--- config.mk ---
export PLATFORM = sky130hd
export DESIGN_NAME = downstream_token_out
export DESIGN_NICKNAME = d
export VERILOG_FILES = /design/src/rtl/downstream_token_out.sv
export SDC_FILE = /design/constraint.sdc
export NUM_CORES = 1
export LEC_CHECK = 0
export ABC_CLOCK_PERIOD_IN_PS = 9350
export CAP_MARGIN = 20
export CORE_ASPECT_RATIO = 0.5
export CORE_MARGIN = 8
export CORE_UTILIZATION = 50
export DETAILED_ROUTE_END_ITERATION = 8
export HOLD_SLACK_MARGIN = 0.05
export PLACE_DENSITY = 0.69
export SLEW_MARGIN = 10
export SYNTH_ARGS = -nofsm -noshare
export SYNTH_HDL_FRONTEND = slang
export SYNTH_SLANG_ARGS = --single-unit
--- constraint.sdc ---
create_clock -name clk -period 9.35 [get_ports clk]
set_input_delay 0.935 -clock clk [delete_from_list [all_inputs] [get_ports clk]]
set_output_delay 0.935 -clock clk [all_outputs]
set_load 0.01 [all_outputs]
--- src/rtl/downstream_token_out.sv ---
// Receive side of the token-credit io link: reassembles 4 beats of 2x8-bit io data into 64-bit words,
// buffers them in a credit-sized FIFO and toggles io_token_o per 2^LG_TOKEN_DECIMATION pops.
// Optional counters via `define DOWNSTREAM_TOKEN_CNT_EN.
module downstream_token_out #(
   parameter int unsigned WIDTH               = 64,
   parameter int unsigned CH_WIDTH            = 8,
   parameter int unsigned NUM_CH              = 2,
   parameter int unsigned LG_FIFO_DEPTH       = 3,
   parameter int unsigned LG_TOKEN_DECIMATION = 2
) (
   input  logic                clk,
   input  logic                rst_n,
   input  logic                io_valid_in,
   input  logic [CH_WIDTH-1:0] io_data_ch0_i,
   input  logic [CH_WIDTH-1:0] io_data_ch1_i,
   output logic                io_token_o,
   output logic                core_valid_o,
   output logic [WIDTH-1:0]    core_data_o,
   input  logic                core_yumi_i,
   output logic                overflow_o
`ifdef DOWNSTREAM_TOKEN_CNT_EN
   ,
   output logic [6:0]          token_cnt_o,
   output logic [6:0]          words_rcvd_o
`endif
);

   localparam int unsigned BEAT_BITS = CH_WIDTH * NUM_CH;
   localparam int unsigned BEATS     = WIDTH / BEAT_BITS;
   localparam int unsigned BEAT_W    = $clog2(BEATS);
   localparam int unsigned DEPTH     = 1 << LG_FIFO_DEPTH;
   localparam int unsigned CNT_W     = LG_FIFO_DEPTH + 1;

   logic [BEAT_W-1:0]              beat_q;
   logic [WIDTH-1:0]               asm_q;
   logic [WIDTH-1:0]               word_c;
   logic [BEAT_BITS-1:0]           beat_data_c;
   logic [WIDTH-1:0]               mem_q [DEPTH];
   logic [LG_FIFO_DEPTH-1:0]       wr_ptr_q;
   logic [LG_FIFO_DEPTH-1:0]       rd_ptr_q;
   logic [CNT_W-1:0]               count_q;
   logic [CNT_W-1:0]               count_d;
   logic [LG_TOKEN_DECIMATION-1:0] cons_q;
   logic                           token_q;
   logic                           overflow_q;
   logic                           push_c;
   logic                           pop_c;
   logic                           full_c;
   logic                           wr_en_c;

   assign beat_data_c = {io_data_ch1_i, io_data_ch0_i};
   assign push_c      = io_valid_in && (beat_q == BEAT_W'(BEATS - 1));
   assign pop_c       = core_yumi_i && (count_q != '0);
   assign full_c      = (count_q == CNT_W'(DEPTH));
   // A push at full is only accepted when the head is leaving in the same cycle.
   assign wr_en_c     = push_c && (!full_c || pop_c);

   // Current beat merged into the partial word; on the last beat this is the complete word.
   always_comb begin
      word_c = asm_q;
      for (int unsigned k = 0; k < BEATS; k++) begin
         if (beat_q == BEAT_W'(k)) word_c[k*BEAT_BITS +: BEAT_BITS] = beat_data_c;
      end
   end

   always_comb begin
      count_d = count_q;
      if (wr_en_c && !pop_c)      count_d = count_q + CNT_W'(1);
      else if (!wr_en_c && pop_c) count_d = count_q - CNT_W'(1);
   end

   always_ff @(posedge clk) begin
      if (!rst_n) begin
         beat_q     <= '0;
         asm_q      <= '0;
         wr_ptr_q   <= '0;
         rd_ptr_q   <= '0;
         count_q    <= '0;
         cons_q     <= '0;
         token_q    <= 1'b0;
         overflow_q <= 1'b0;
         for (int unsigned i = 0; i < DEPTH; i++) mem_q[i] <= '0;
      end else begin
         if (io_valid_in) begin
            beat_q <= beat_q + BEAT_W'(1);
            asm_q  <= word_c;
         end
         if (wr_en_c) begin
            mem_q[wr_ptr_q] <= word_c;
            wr_ptr_q        <= wr_ptr_q + LG_FIFO_DEPTH'(1);
         end
         if (pop_c) begin
            rd_ptr_q <= rd_ptr_q + LG_FIFO_DEPTH'(1);
            cons_q   <= cons_q + LG_TOKEN_DECIMATION'(1);
            if (&cons_q) token_q <= ~token_q;
         end
         count_q <= count_d;
         if (push_c && full_c && !pop_c) overflow_q <= 1'b1;
      end
   end

   assign io_token_o   = token_q;
   assign overflow_o   = overflow_q;
   assign core_valid_o = (count_q != '0);
   assign core_data_o  = mem_q[rd_ptr_q];

`ifdef DOWNSTREAM_TOKEN_CNT_EN
   logic [6:0] token_cnt_q;
   logic [6:0] words_rcvd_q;

   // Credit accounting: token toggles and every completed word, dropped ones included.
   always_ff @(posedge clk) begin
      if (!rst_n) begin
         token_cnt_q  <= '0;
         words_rcvd_q <= '0;
      end else begin
         if (pop_c && (&cons_q)) token_cnt_q  <= token_cnt_q + 7'd1;
         if (push_c)             words_rcvd_q <= words_rcvd_q + 7'd1;
      end
   end

   assign token_cnt_o  = token_cnt_q;
   assign words_rcvd_o = words_rcvd_q;
`endif

endmodule

* Yosys cells after proc, flatten, opt, wreduce, memory -nomap -nowiden
Memories as Yosys holds them, arrays and structs flattened. A register that Yosys moved wholly into a read port is not among the register bits. Cells that the tools add are included. W data, S select, Z words.
Word-level totals: register bits after elaboration 80, latch bits 0, bits in writable memories 512, ROM bits 0, input bits 20, output and inout bits 67, memories kept 1
Memory list:
- mem_q | depth 8, bits a word 64, read ports 1, clocked after memory_dff 1, write ports 8, line 38 | logic [WIDTH-1:0] mem_q [DEPTH];
Cells by class: add/subtract/negate cells 6, multiply operators 0, div/mod/pow operators 0, $lt $le $gt $ge 0, equal/unequal tests 4, shifts and indexed selects 0, muxes and demuxes 15, bitwise gates (word level) 1, reduce and logical (&&, ||, !) cells 16
Operators by type and width (number):
- $mux W16 | 4
- $mux W64 | 1
- $reduce_or A64 Y1 | 1
- $mux W3 | 3
- $mux W4 | 2
- $logic_and A1 B1 Y1 | 7
- $add A3 B1 Y3 const B | 2
- $mux W1 | 5
- $add A2 B1 Y2 const B | 2
- $add A4 B1 Y4 const B | 1
- $eq A2 B2 Y1 const B | 2
- $eq A4 B4 Y1 const B | 1
- $reduce_bool A4 Y1 | 1
- $sub A4 B1 Y4 const B | 1
- $logic_not A1 Y1 | 3
- $reduce_and A3 Y1 | 1
- $eq A2 B1 Y1 const B | 1
- $logic_not A2 Y1 | 1
- $reduce_bool A2 Y1 | 1
- $logic_or A1 B1 Y1 | 1
- $not A1 Y1 | 1

* Depth between registers and ports, before layout
depth in word-level cells 9, depth in mapped cells 11, depth with buffers taken out 10

* Worst setup path before layout
OpenSTA, ideal clock, no wires.
path type in2reg, from input port io_valid_in, to memory mem_q[0][0], enable pin, library setup time 0.581 ns, arrival time 6.315 ns, path slack 2.453 ns, stages 4, path buffers 0, cells stage by stage nand2_1 > a21oi_1 > nand2b_1 > o31ai_1
RTL lines:
- start: declaration | line 13 | input logic io_valid_in,
- end: declaration | line 38

==> impl_metrics.csv <==
group,metric,value,unit
outcome,status,"finished, final reports clean",
cts,clkLatencyLatePin,0.58,ns
worst_setup_path,timing.critical_path.slowest_cell_delay,0.96,ns
power,p_sw,1.51,mW
power,p_per_area,220,mW/mm²
sta,final-setup-viol-count,0,
finish,area_delta_synth_final,13.6,%
drt,routed_wire_length_per_instance,24.3,µm
sta,setup_tns,0,ns
sta,report.final.slew_viol_count,0,
power,sw_frac_of_total,23.9,%
synth,postSynthCellCount,1722,
placed_design,port_buffers,86,
global_route,top_usage_layer,"met2",
sta,fin_skew,0.0159,ns
cts,numClockSinks,595,
sta,rsz_0062_raised_after_global_routing,"false",
cts,cts_tree,"done",
synth,syn_nets,1753,
synth,seq_area_frac_synth,67.3,%
worst_setup_path,master_of_the_slowest_instance_on_the_critical_path,"dfxtp_4",
drt,drt-pass1-iter-count,5,
finish,num-nets-final,1807,
cts,cts_hold_buffers,0,
drt,dr_total_vias,14600,
global_route,grt_max_degree,102,
worst_setup_path,cp_data_required_time,8.42,ns
sta,hold_viol,0,
worst_setup_path,critical_path_class,"flop to output port",
floorplan,design.portCount,87,
global_route,initial_antenna_violation_count,1,
sta,shortest_clock_period_the_worst_path_allows_after_layout,4.75,ns
synth,yosys.cell_types.count,34,
worst_setup_path,end_kind,"output port",
cts,cts.repair.resized,0,
cts,clk_transition_reported_paths,0.06,ns
cts,max-clock-path-buffers,3,
worst_hold_path,worst_hold_startpoint,"asm_q[53]",
flow_run,maxCapViolCount,0,
worst_setup_path,critical_path_peak_fanout,71,
placed_design,estimated_wirelength_of_the_detail_placed_design,34.1,mm
sta,period_share,50.8,%
power,p_leak,10.1,nW
placed_design,final_estimated_routing_congestion_in_global_placement,0.743,
floorplan,dieArea,0.0585,mm²
finish,utilization,57.3,%
cts,numCtsBuffers,53,
power,power_report.internal_total,4.81,mW
drt,first_iter_violations,1433,
floorplan,placeableCoreArea,0.0501,mm²
floorplan,die-width,334,µm
synth,synth-seq-cells,595,
global_route,grt_util_met1,28.2,%
cts,postCtsSetupRepairBufs,0,
sta,worst-slew-pin-transition,1.11,ns
floorplan,fp.dieH,175,µm
worst_setup_path,startpoint_type,"flop",
worst_hold_path,min_path_type,"flop to flop",
drt,avgViaCountPerCell,5.81,
sta,worst_slew_margin_rel,26.1,%
sta,clock.fmax,211,MHz
global_route,grt_first_pass_wirelength,93.0,mm
global_route,gr-total-overflow,0,
global_route,first_global_vias,15000,
worst_setup_path,crit_chain,"buf_4, mux4_2, mux2_2, clkdlybuf4s50_1",
synth,combined_area_of_all_synthesized_cells,0.0253,mm²
worst_setup_path,cp.arrival,3.81,ns
drt,post-route-drc-count,0,
global_route,grtUsageMet2,35.4,%
finish,antenna_cells,0,
floorplan,initial_core_util,50.5,%
drt,antenna_nets_post_route,0,
power,clkPwrFrac,36.0,%
drt,drt_wl_total,61.1,mm
synth,warning_count_from_the_yosys_run,0,
power,power_frac_seq,48.3,%
global_route,grt_use_total,20.9,%
cts,clockRootBuffer,"clkbuf_16",
power,p_comb_share,15.6,%
finish,drive_above_1_share,17.9,%
power,irDropWorstVdd,142,µV
synth,average_instance_area_after_synthesis,14.7,µm²
worst_setup_path,worst_r2r_startpoint,"beat_q[0]",
floorplan,num_rows,58,
cts,cts.htree.levels,2,
global_route,groute.layer.met3.usage,3.53,%
## power groups by stage
stage	combinational (mW)	clock, mW	sequential (mW)
after floorplan	0.676	0	3.08
after global placement	0.970	0	3.13
after detailed placement	0.974	0	3.14
after CTS	0.980	2.31	3.08
after global routing	1.06	2.40	3.07
final	0.990	2.28	3.06
## Yosys cell counts
cell type | instances | share of area, %
nor2_1 | 514 | 7.6
edfxtp_1 | 512 | 61
mux4_2 | 128 | 11
nand2_1 | 92 | 1.4
dfxtp_1 | 83 | 6.6
mux2i_1 | 69 | 2.7
mux2_2 | 64 | 2.8
buf_2 | 61 | 1.2
o211a_1 | 48 | 1.9
clkbuf_1 | 43 | 0.64
a21boi_0 | 19 | 0.56
buf_1 | 13 | 0.19
ha_1 | 10 | 0.49
and2_1 | 9 | 0.22
nand3_1 | 7 | 0.14
nor2b_1 | 7 | 0.17
o21ai_0 | 7 | 0.14
nand2b_1 | 6 | 0.15
xnor2_1 | 6 | 0.21
nand2_2 | 4 | 0.099
inv_1 | 3 | 0.044
a21oi_1 | 2 | 0.040
a31oi_1 | 2 | 0.049
buf_4 | 2 | 0.059
o31ai_1 | 2 | 0.059
a211oi_1 | 1 | 0.030
a211oi_4 | 1 | 0.079
a21oi_2 | 1 | 0.035
fa_1 | 1 | 0.079
nand3_2 | 1 | 0.040
nand4_1 | 1 | 0.025
nor3_2 | 1 | 0.040
or4_1 | 1 | 0.030
xor2_1 | 1 | 0.035
## path summary, 6_finish.rpt
| kind | endpoint | slack [ns] | cells after the start |
|---|---|---|---|
| setup / recovery | core_data_o[24] | 4.60 | 4 |
| hold / removal | asm_q[53] | 0.47 | 2 |
| setup reg to reg | mem_q[5][8] | 5.34 | 6 |
| hold reg to reg | asm_q[53] | 0.47 | 2 |
## state kept, by name (all words and copies together), names as in the netlist, named ones only
register	count
mem_q	512
asm_q	64
count_q	4
rd_ptr_q	3
wr_ptr_q	3
beat_q	2
cons_q	2
io_token_o	1
overflow_o	1
## cell type report
| type | instances | area [µm²] |
|---|---|---|
| fillers | 3874 | 21400 |
| flip-flops and latches | 595 | 17000 |
| multi-input cells | 1005 | 7860 |
| clock buffers | 69 | 1440 |
| repair buffers | 118 | 1170 |
| well taps | 690 | 863 |
| clock inverters | 30 | 367 |
| inverters | 3 | 11.3 |
## per-stage QoR
stage / worst slack [ns] / area, µm² / instances / total power [mW] / hold WS, ns
floorplan: 2.45 / 25300 / 1722 / 3.76 / 0.443
global placement: 4.64 / 26900 / 2407 / 4.10 / 0.451
detailed placement: 4.81 / 26900 / 2409 / 4.11 / 0.458
CTS: 4.56 / 28700 / 2508 / 6.37 / 0.467
global route: 4.47 / 28800 / 2510 / 6.54 / 0.485
finish: 4.60 / 28800 / 2510 / 6.33 / 0.466
## cell families (layout without fill, tap and decap cells)
kind of cell	count (synthesis)	count (layout)	synth area share [%]
AO/OA/AOI/OAI	83	83	2.89
XOR/XNOR	7	7	0.242
adder cells (fa/ha/maj)	11	11	0.573
buffers and inverters	122	220	2.14
flip-flops	595	595	67.3
multiplexers	261	261	17.0
AND/OR/NAND/NOR	643	643	9.90
## cells in the final DEF, fill, tap and decap left out, types with 2 or more instances in the layout
master	instances
nand3_4	2
nand2_1	89
and2_1	9
nor2b_1	7
o31ai_4	2
mux4_2	128
o21ai_4	6
bufinv_16	9
buf_4	29
xnor2_1	6
dfxtp_1	80
a31oi_1	2
nand2b_1	6
nand2_2	7
clkbuf_1	13
buf_16	2
a21boi_0	19
a21oi_1	2
ha_1	10
edfxtp_1	512
clkinv_1	10
dfxtp_4	3
mux2_2	64
clkdlybuf4s50_1	84
inv_1	3
clkinv_2	10
nand3_1	6
buf_12	2
o211a_1	48
nor2_1	514
clkbuf_16	55
mux2i_1	69
## critical path, delay by kind of cell (launching register included)
kind | cells | cell delay [ns]
multiplexers | 2 | 0.70
flip-flops | 1 | 0.96
buffers and inverters | 2 | 1.43
## per-layer routing
metal | routed length [µm] | up-vias | share of wire, %
met2 | 30000 | 519 | 49
met5 | 0 | - | 0
met1 | 25300 | 7533 | 41
met4 | 1330 | 0 | 2.2
li1 | - | 6439 | -
met3 | 4380 | 81 | 7.2
No activity file was read; power rests on OpenSTA's default activity.
